--- config.mk ---
export PLATFORM = sky130hd
export DESIGN_NAME = uart_dev_bridge
export DESIGN_NICKNAME = d
export VERILOG_FILES = /design/src/rtl/uart_dev_bridge_pkg.sv /design/src/rtl/uart_tx_sequencer.sv /design/src/rtl/uart_dev_bridge.sv
export SDC_FILE = /design/constraint.sdc
export NUM_CORES = 1
export LEC_CHECK = 0
export BUFFER_PORTS_ARGS = -buffer_cell sky130_fd_sc_hd__buf_2
export CAP_MARGIN = 20
export CORE_AREA = 4 4 174 176
export DETAILED_ROUTE_END_ITERATION = 10
export DIE_AREA = 0 0 178 180
export PLACE_DENSITY = 0.55
export SYNTH_ARGS = -nofsm -noshare
export SYNTH_HDL_FRONTEND = slang
export SYNTH_SLANG_ARGS = --single-unit
--- constraint.sdc ---
create_clock -name clk25 -period 2.3 [get_ports clk25]
set_input_delay 0.115 -clock clk25 [delete_from_list [all_inputs] [get_ports clk25]]
set_output_delay 0.115 -clock clk25 [all_outputs]
set_load 0.01 [all_outputs]
--- src/rtl/uart_dev_bridge_pkg.sv ---
// Shared constants and state encoding for the UART debug/loader bus bridge.
// Imported by the bridge top and its reply sequencer.
package uart_dev_bridge_pkg;

    localparam logic [7:0] CMD_WRITE     = 8'h57;
    localparam logic [7:0] CMD_READ      = 8'h52;
    localparam logic [3:0] BYTE_SEL_WORD = 4'hF;

    typedef enum logic [2:0] {
        IDLE,
        GET_ADDR,
        GET_DATA,
        REQ,
        XFER,
        TX_LOAD,
        TX_START,
        TX_WAIT
    } state_t;

endpackage

--- src/rtl/uart_tx_sequencer.sv ---
// Sends a 1- or 4-byte reply (LSB first) through the async_transmitter handshake,
// pulsing done once the last byte has left the transmitter.
module uart_tx_sequencer
    import uart_dev_bridge_pkg::*;
(
    input  logic        clk25,
    input  logic        rst,
    input  logic        start,
    input  logic [31:0] word,
    input  logic        wide,
    input  logic        txd_busy,
    output logic        txd_start,
    output logic [7:0]  txd_data,
    output logic        done
);

    state_t      state, state_next;
    logic [31:0] shift, shift_next;
    logic [1:0]  remaining, remaining_next;
    logic        waited, waited_next;
    logic        txd_start_next;
    logic [7:0]  txd_data_next;

    always_ff @(posedge clk25) begin
        if (rst) begin
            state     <= IDLE;
            shift     <= '0;
            remaining <= '0;
            waited    <= 1'b0;
            txd_start <= 1'b0;
            txd_data  <= '0;
        end else begin
            state     <= state_next;
            shift     <= shift_next;
            remaining <= remaining_next;
            waited    <= waited_next;
            txd_start <= txd_start_next;
            txd_data  <= txd_data_next;
        end
    end

    always_comb begin
        state_next     = state;
        shift_next     = shift;
        remaining_next = remaining;
        waited_next    = waited;
        txd_start_next = 1'b0;
        txd_data_next  = txd_data;
        done           = 1'b0;
        case (state)
            IDLE: begin
                if (start) begin
                    shift_next     = word;
                    remaining_next = wide ? 2'd3 : 2'd0;
                    state_next     = TX_LOAD;
                end
            end
            TX_LOAD: begin
                // Start is registered alongside the data so both are valid in TX_START.
                if (!txd_busy) begin
                    txd_data_next  = shift[7:0];
                    txd_start_next = 1'b1;
                    state_next     = TX_START;
                end
            end
            TX_START: begin
                waited_next = 1'b0;
                state_next  = TX_WAIT;
            end
            TX_WAIT: begin
                if (!waited) begin
                    waited_next = 1'b1;
                end else if (!txd_busy) begin
                    if (remaining == 2'd0) begin
                        done       = 1'b1;
                        state_next = IDLE;
                    end else begin
                        remaining_next = remaining - 2'd1;
                        shift_next     = {8'h00, shift[31:8]};
                        state_next     = TX_LOAD;
                    end
                end
            end
            default: state_next = IDLE;
        endcase
    end

endmodule

--- src/rtl/uart_dev_bridge.sv ---
// UART-driven device bus master: parses W/R commands from the receiver stream,
// runs one 32-bit transaction per command and replies through the transmitter.
module uart_dev_bridge
    import uart_dev_bridge_pkg::*;
#(
    parameter int unsigned TIMEOUT_CYCLES = 2500000,
    parameter logic [7:0]  ACK_BYTE       = 8'h4B,
    parameter logic [7:0]  NAK_BYTE       = 8'h3F
) (
    input  logic        clk25,
    input  logic        rst,
    input  logic        rxdReady_i,
    input  logic [7:0]  rxdData_i,
    input  logic        txdBusy_i,
    output logic        txdStart_o,
    output logic [7:0]  txdData_o,
    output logic        busReq_o,
    input  logic        busGrant_i,
    output logic        devEnable_o,
    output logic        devWrite_o,
    input  logic        devBusy_i,
    output logic [31:0] devPhysicalAddr_o,
    output logic [31:0] devDataSave_o,
    input  logic [31:0] devDataLoad_i,
    output logic [3:0]  devByteSelect_o,
    output logic        active_o
);

    localparam int unsigned TW = $clog2(TIMEOUT_CYCLES + 1);

    state_t        state, state_next;
    logic [7:0]    opcode, opcode_next;
    logic [31:0]   shreg, shreg_next, shifted;
    logic [31:0]   addr, addr_next;
    logic [1:0]    byte_cnt, byte_cnt_next;
    logic [TW-1:0] tmo_cnt, tmo_cnt_next;
    logic          bus_req_next, dev_enable_next, dev_write_next;
    logic [31:0]   dev_addr_next, dev_data_next;
    logic [3:0]    byte_sel_next;
    logic          is_write;
    logic          seq_start, seq_wide, seq_done;
    logic [31:0]   seq_word;

    assign shifted  = {rxdData_i, shreg[31:8]};
    assign is_write = (opcode == CMD_WRITE);
    assign active_o = (state != IDLE);

    always_ff @(posedge clk25) begin
        if (rst) begin
            state             <= IDLE;
            opcode            <= '0;
            shreg             <= '0;
            addr              <= '0;
            byte_cnt          <= '0;
            tmo_cnt           <= '0;
            busReq_o          <= 1'b0;
            devEnable_o       <= 1'b0;
            devWrite_o        <= 1'b0;
            devPhysicalAddr_o <= '0;
            devDataSave_o     <= '0;
            devByteSelect_o   <= '0;
        end else begin
            state             <= state_next;
            opcode            <= opcode_next;
            shreg             <= shreg_next;
            addr              <= addr_next;
            byte_cnt          <= byte_cnt_next;
            tmo_cnt           <= tmo_cnt_next;
            busReq_o          <= bus_req_next;
            devEnable_o       <= dev_enable_next;
            devWrite_o        <= dev_write_next;
            devPhysicalAddr_o <= dev_addr_next;
            devDataSave_o     <= dev_data_next;
            devByteSelect_o   <= byte_sel_next;
        end
    end

    always_comb begin
        state_next      = state;
        opcode_next     = opcode;
        shreg_next      = shreg;
        addr_next       = addr;
        byte_cnt_next   = byte_cnt;
        tmo_cnt_next    = tmo_cnt;
        bus_req_next    = busReq_o;
        dev_enable_next = devEnable_o;
        dev_write_next  = devWrite_o;
        dev_addr_next   = devPhysicalAddr_o;
        dev_data_next   = devDataSave_o;
        byte_sel_next   = devByteSelect_o;
        seq_start       = 1'b0;
        seq_word        = {24'h000000, NAK_BYTE};
        seq_wide        = 1'b0;
        case (state)
            IDLE: begin
                tmo_cnt_next = '0;
                if (rxdReady_i) begin
                    if (rxdData_i == CMD_WRITE || rxdData_i == CMD_READ) begin
                        opcode_next   = rxdData_i;
                        byte_cnt_next = '0;
                        state_next    = GET_ADDR;
                    end else begin
                        seq_start  = 1'b1;
                        state_next = TX_LOAD;
                    end
                end
            end
            GET_ADDR, GET_DATA: begin
                // An arriving byte takes priority over a coincident timeout.
                if (rxdReady_i) begin
                    shreg_next    = shifted;
                    byte_cnt_next = byte_cnt + 2'd1;
                    tmo_cnt_next  = '0;
                    if (byte_cnt == 2'd3) begin
                        if (state == GET_ADDR) begin
                            addr_next = shifted;
                        end
                        if (state == GET_ADDR && is_write) begin
                            state_next = GET_DATA;
                        end else begin
                            state_next   = REQ;
                            bus_req_next = 1'b1;
                        end
                    end
                end else if (tmo_cnt == TW'(TIMEOUT_CYCLES - 1)) begin
                    tmo_cnt_next = '0;
                    state_next   = IDLE;
                end else begin
                    tmo_cnt_next = tmo_cnt + TW'(1);
                end
            end
            REQ: begin
                if (busGrant_i) begin
                    dev_enable_next = 1'b1;
                    dev_write_next  = is_write;
                    dev_addr_next   = addr;
                    dev_data_next   = is_write ? shreg : '0;
                    byte_sel_next   = BYTE_SEL_WORD;
                    state_next      = XFER;
                end
            end
            XFER: begin
                // Read data goes straight into the sequencer, which latches it on start.
                if (!devBusy_i) begin
                    dev_enable_next = 1'b0;
                    dev_write_next  = 1'b0;
                    bus_req_next    = 1'b0;
                    byte_sel_next   = '0;
                    seq_start       = 1'b1;
                    seq_word        = is_write ? {24'h000000, ACK_BYTE} : devDataLoad_i;
                    seq_wide        = !is_write;
                    state_next      = TX_LOAD;
                end
            end
            TX_LOAD: begin
                // TX_START/TX_WAIT are stepped by the sequencer; the top waits here for done.
                if (seq_done) begin
                    state_next = IDLE;
                end
            end
            default: state_next = IDLE;
        endcase
    end

    uart_tx_sequencer u_tx_seq (
        .clk25     (clk25),
        .rst       (rst),
        .start     (seq_start),
        .word      (seq_word),
        .wide      (seq_wide),
        .txd_busy  (txdBusy_i),
        .txd_start (txdStart_o),
        .txd_data  (txdData_o),
        .done      (seq_done)
    );

endmodule

# Word level (Yosys, flattened, before mapping)

Cells that the tools add are included.

Add/sub/neg operators: 3
Eq/ne operators: 28
Mux-type cells: 62
Bitwise logic cells: 2
Reductions and logical operators: 25

Operators with widths:

| operator                                                               | number |
|---|---|
| 32-bit 2-to-1 mux                                                      | 8 |
| 32-bit one-hot mux with 2 select lines                                 | 1 |
| 22-bit 2-to-1 mux                                                      | 2 |
| 22-bit one-hot mux with 2 select lines                                 | 1 |
| 3-bit 2-to-1 mux                                                       | 13 |
| 8-bit by 7-bit equality test with 1-bit output (second input constant) | 3 |
| 2-bit inequality test (second input constant)                          | 12 |
| 22-bit by 1-bit adder with 22-bit output (second input constant)       | 1 |
| 22-bit equality test (second input constant)                           | 1 |
| 1-bit 2-to-1 mux                                                       | 17 |
| 2-bit 2-to-1 mux                                                       | 8 |
| 3-bit equality test (second input constant)                            | 5 |
| 3-bit one-hot mux with 5 select lines                                  | 1 |
| 3-bit one-hot mux with 4 select lines                                  | 1 |
| 4-bit AND reduction                                                    | 3 |
| 1-bit one-hot mux with 2 select lines                                  | 5 |
| 5-bit AND reduction                                                    | 2 |
| 2-bit nonzero test                                                     | 5 |
| 4-bit 2-to-1 mux                                                       | 2 |
| 2-bit one-hot mux with 2 select lines                                  | 2 |
| 4-bit one-hot mux with 2 select lines                                  | 1 |
| 3-bit by 2-bit equality test with 1-bit output (second input constant) | 2 |
| 3-bit zero test                                                        | 2 |
| 3-bit inequality test (second input constant)                          | 2 |
| other kinds (15)                                                       | 20 |

Bits in registers: 217
Input bits: 46
Output and inout bits: 81
Logic and storage cells: 138

# Depth between registers and ports, before layout

Depth in word-level cells: 7
Gate-level depth with buffers: 7

# Cells and area by module

From an unflattened synthesis, not the netlist that was laid out.

Cells, all modules: 1076
Area total of the unflattened synthesis: 8740.9 um^2

By module, submodules not included:

| module            | instances | cells an instance | area each (um^2) | sequential area each (um^2) |
|---|---|---|---|---|
| uart_dev_bridge   | 1         | 847               | 6637.6           | 3323.2 |
| uart_tx_sequencer | 1         | 229               | 2103.3           | 940.9 |

# Worst setup path before layout

No wires, ideal clock.

Path type: reg2reg
Start: register tmo_cnt[0]
End: register tmo_cnt[8]
Arrival time: 1.847 ns
Required time: 2.178 ns
Path slack: 0.331 ns
Stages on the path, launching flop included: 7
Period minus slack after synthesis: 1.969 ns
Cell sequence: dfxtp_1 ha_1 and3_1 nand4_1 o41ai_2 nor4_1 a311o_1

Word-level cells in the longest chain between the ends: 4
Elaborated cells on any way between the ends: 5

Ends and longest elaborated chain:

| element                                                                          | line                                           | source |
|---|---|---|
| from (decl)                                                                      | uart_dev_bridge.sv:36                          | `logic [TW-1:0] tmo_cnt, tmo_cnt_next;` |
| from (signal assigned)                                                           | uart_dev_bridge.sv:68                          | `tmo_cnt <= tmo_cnt_next;` |
| 22-bit by 1-bit adder with 22-bit output or 22-bit equality test (tied branches) | uart_dev_bridge.sv:129, uart_dev_bridge.sv:125 |  |
| 22-bit 2-to-1 mux (*)                                                            | uart_dev_bridge.sv:125                         | `end else if (tmo_cnt == TW'(TIMEOUT_CYCLES - 1)) begin` |
| 22-bit 2-to-1 mux (*)                                                            | uart_dev_bridge.sv:110                         | `if (rxdReady_i) begin` |
| 22-bit one-hot mux with 2 select lines (*)                                       | uart_dev_bridge.sv:94                          | `case (state)` |

Mark *: on every way between the ends. The rest lies on a longest branch, timed or not.
A chain may end at the register's enable or synchronous reset.

# Worst setup path after layout

Start: register tmo_cnt[0]
End: register tmo_cnt[20]

The elaborated chain is that of the path after synthesis.

==> impl_results.md <==
* Worst-margin pin slew at a little under 700 ps
* Setup CP Type: reg -> reg
* Synth cell count leaders: 229 x nand2_1, 213 x dfxtp_1, 135 x a21oi_1
* Gr ovfl total at 0
* Worst-path maximum fanout at 10
* Crit-path slowest cell: o41a_1
* GRT Util Overall at roughly 14%
* N_diodes at 0
* CTS Buffer Depth at 3
* Slew Viols, Final at 0
* Sw power at between 2 and 3 mW
* Met2 usage at a little over a fifth
* EDFF count, synth at 0
* Synth Register Bits at 213
* WP data required at 2650 ps
* Max_cap viols at 0
* Skew-Pair Late Insertion Delay at 530 ps
* Fin Setup TNS at 0 ps
* Layer with the highest usage: met2
* Cells after synthesis at 1,015
* Initial core utilization at around 30%
* Top-area cell type share of the netlist area at about half
* Worst reg2reg path depth at 7
* Post CTS Setup Buffer Count at 0
* Cells after DPL at roughly 1,500
* Synthesized area at ~8500 um^2
* Vert. Die Dim at between 150 and 200 um
* Final Hold Violating Endpoints at 0
* Worst Hold Path EP: u_tx_seq.shift[2]
* Pwr dens at 940 nW/um^2
* Crit path time final at 2070 ps
* Combinational power share at between 10% and 20%
* Count leader, synth: nand2_1
* Maximum vdd drop at slightly above 500 uV
* Hold path startpoint: devDataLoad_i[2]
* Clk pwr share at between 40% and 50%
* Clk sink count at 213
* Post_cts resized at 0
* Final hold slack at between 30 and 40 ps
* DRT antenna net count at 0
* End of the worst register-to-register path: tmo_cnt[20]
* Die area at 32,000 um^2
* GR Util met3 at roughly 2.6%
* H-Tree Depth at 1
* Drt initial violations at ~500
* Layout filler cell count at between 2,000 and 3,000
* Nets@finish at between 1,000 and 1,500
* Root buffer cell: clkbuf_16
* Share of cells above drive strength 1 at between 10% and 20%
* RSZ-0062 raised after global routing: false
* Tcrit/Tclk final at between 90% and 100%
* Pleak at about 4.0 nW
* Switching part of the total power at 28.3%
* Critical R2R Launch: tmo_cnt[0]
* Seq pwr share at roughly two fifths
* Finished Layout Cells at roughly 1,600
* Crit-path max cell delay at between 500 and 600 ps
* Yosys warning count at 0
* Register clock-pin slew on the reported worst setup and hold paths at 60 ps
* CP delay by family, top: compound AO/OA/AOI/OAI gates
* I/O pin count at about 130
* WHS Path Cells at 5
* CP bufs+invs at 1
* TritonCTS clock tree: done
* TritonCTS Buffers at 24
* Die width at around 180 um
* Largest net degree at the start of global routing at 90
* Via count at 7,591
* Port-buffer cells at about 130
* Synth area leaders: dfxtp_1 50%, nand2_1 10%, a21oi_1 7.9%, a22oi_1 3.7%, nor2_1 3.5%
* DR WL/cell at ~15 um
* Status: finished clean
* Initial antenna violation count at 1
* M1 GR Usage at a little over 20%
* # DRC at 0
* Worst Skew at 32.0 ps
* Syn Nets at roughly 1,100
* Detailed Routing Iterations Pass 1 at 7
* Area leader, netlist: dfxtp_1
* Yosys cell types at 62
* Final setup violating endpoints at 0
* Worst path cell trace: ha_1, and3_1, nand4_1, o41a_1, buf_4, nand4b_1, o311ai_0
* Hold crit path type: in -> reg
* Post-synthesis sequential area ratio at between 40% and 50%
* Number of global-route vias before repair at roughly 7,000
* DRT Wirelength at between 20,000 and 25,000 um
* Internal power at roughly 7.3 mW
* Post-layout util at 38.0%
* Crit path DAT at between 2000 and 2500 ps
* Avg Vias per Cell at ~5
* Rows at 62
* Worst setup SP type: flip-flop
* Dominant synthesized flop cell: dfxtp_1
* F_max at 483 MHz
* Slew margin rel. at between 50% and 60%
* Placeable Area at 28,600 um^2
* Routability Congestion at 0.819
* First-pass GRT wire length at approximately 38,000 um
* Worst Setup End Kind: flip-flop
* R2R Setup Slk at roughly 230 ps
* Async set-reset flop share out of synthesis at 0%
* Post-detail-place hpwl at 15,100 um
* Layout area overhead at 27.3%
* Syn_area_per_cell at between 8 and 9 um^2
[worst max-delay path by stage]
stage | from | endpoint | slack, ps | depth (start not counted)
detailed placement | state[1] | u_tx_seq.shift[9] | 250 | 6
CTS | state[1] | u_tx_seq.shift[9] | 230 | 6
finish | tmo_cnt[0] | tmo_cnt[20] | 230 | 7
floorplan | tmo_cnt[0] | tmo_cnt[8] | 330 | 6
global route | state[1] | u_tx_seq.shift[9] | 80 | 6
global placement | state[1] | u_tx_seq.shift[8] | 300 | 6
[kinds of logic (layout without fill, tap and decap cells)]
| kind of cell | after synthesis | count (layout) | share of synthesized area [%] |
|---|---|---|---|
| flip-flops | 213 | 213 | 49.9 |
| AND/OR/NAND/NOR | 440 | 440 | 24.0 |
| adder cells (fa/ha/maj) | 3 | 3 | 0.439 |
| AO/OA/AOI/OAI | 263 | 263 | 20.1 |
| multiplexers | 3 | 3 | 0.352 |
| XOR/XNOR | 6 | 6 | 0.615 |
| buffers and inverters | 87 | 246 | 4.55 |
[layout by cell type (no fill, tap or decap), types with 4 or more instances in the layout]
cell | netlist | final
or3_1 | 5 | 5
nand4b_1 | 7 | 7
o211ai_1 | 6 | 6
a31oi_1 | 7 | 7
nor2_1 | 80 | 79
and2_1 | 4 | 4
inv_1 | 7 | 7
a211oi_1 | 7 | 7
a22oi_2 | 11 | 11
nand2_1 | 229 | 229
buf_12 | 0 | 4
nand2b_1 | 29 | 29
nand3b_1 | 6 | 6
nand4_1 | 7 | 7
buf_4 | 5 | 25
nor3_1 | 9 | 8
a21o_1 | 5 | 5
a21oi_1 | 135 | 135
clkbuf_16 | 0 | 24
a211oi_2 | 12 | 12
nor2b_1 | 8 | 7
dlygate4sd3_1 | 0 | 42
dfxtp_1 | 213 | 213
and3_1 | 7 | 7
o21ai_0 | 22 | 22
bufinv_16 | 0 | 4
nand3_1 | 23 | 23
a22oi_1 | 42 | 42
xor2_1 | 4 | 4
or4_1 | 5 | 5
buf_2 | 11 | 125
clkbuf_8 | 0 | 7
[metal layers]
metal | wire (um) | up-vias
li1 | - | 3797
met1 | 11500 | 3541
met2 | 10600 | 217
met3 | 1270 | 34
met4 | 492 | 2
met5 | 7 | -
[cell type report]
type,instances,area (um^2),share of cell area [%]
clock buffers,34,708,6.51
multi-input cells,715,3910,35.9
inverters,7,26.3,0.242
well taps,384,480,4.42
clock inverters,8,168,1.54
flip-flops and latches,213,4260,39.2
repair buffers,197,1330,12.2
[worst reg2reg max path: stages, from the launching register on]
cell      delay, ps
dfxtp_1         380
ha_1            220
and3_1          220
nand4_1         130
o41a_1          520
buf_4           210
nand4b_1         90
o311ai_0        140
[sequential cells by signal (all words and copies together) (netlist names), 3 cells and up]
signal	cells
devPhysicalAddr_o	32
devDataSave_o	32
u_tx_seq.state	3
u_tx_seq.txd_data	8
addr	32
state	3
tmo_cnt	22
shreg	32
u_tx_seq.shift	32
opcode	8
[metrics by stage]
step           setup WS (ps)  cell area [um^2]  power [mW]
6_report                 229             10900        10.2
5_1_grt                 80.1             10900        10.8
4_1_cts                  231             10900        10.4
3_5_place_dp             248              9580        6.11
3_3_place_gp             301              9580        6.09
2_1_floorplan            331              8540        5.58
[power by group through the flow]
stage          registers [mW]  logic, mW  clock network [mW]
2_1_floorplan            4.10       1.48                   0
3_3_place_gp             4.21       1.89                   0
3_5_place_dp             4.21       1.91                   0
4_1_cts                  4.13       1.98                4.28
5_1_grt                  4.16       2.19                4.43
6_report                 4.13       1.95                4.14
[timing repair]
action,CTS,global route
setup endpoints to repair,0,0
endpoints found under the hold margin,52,0
hold buffers,42,0
(Power assumes the default switching activity.)
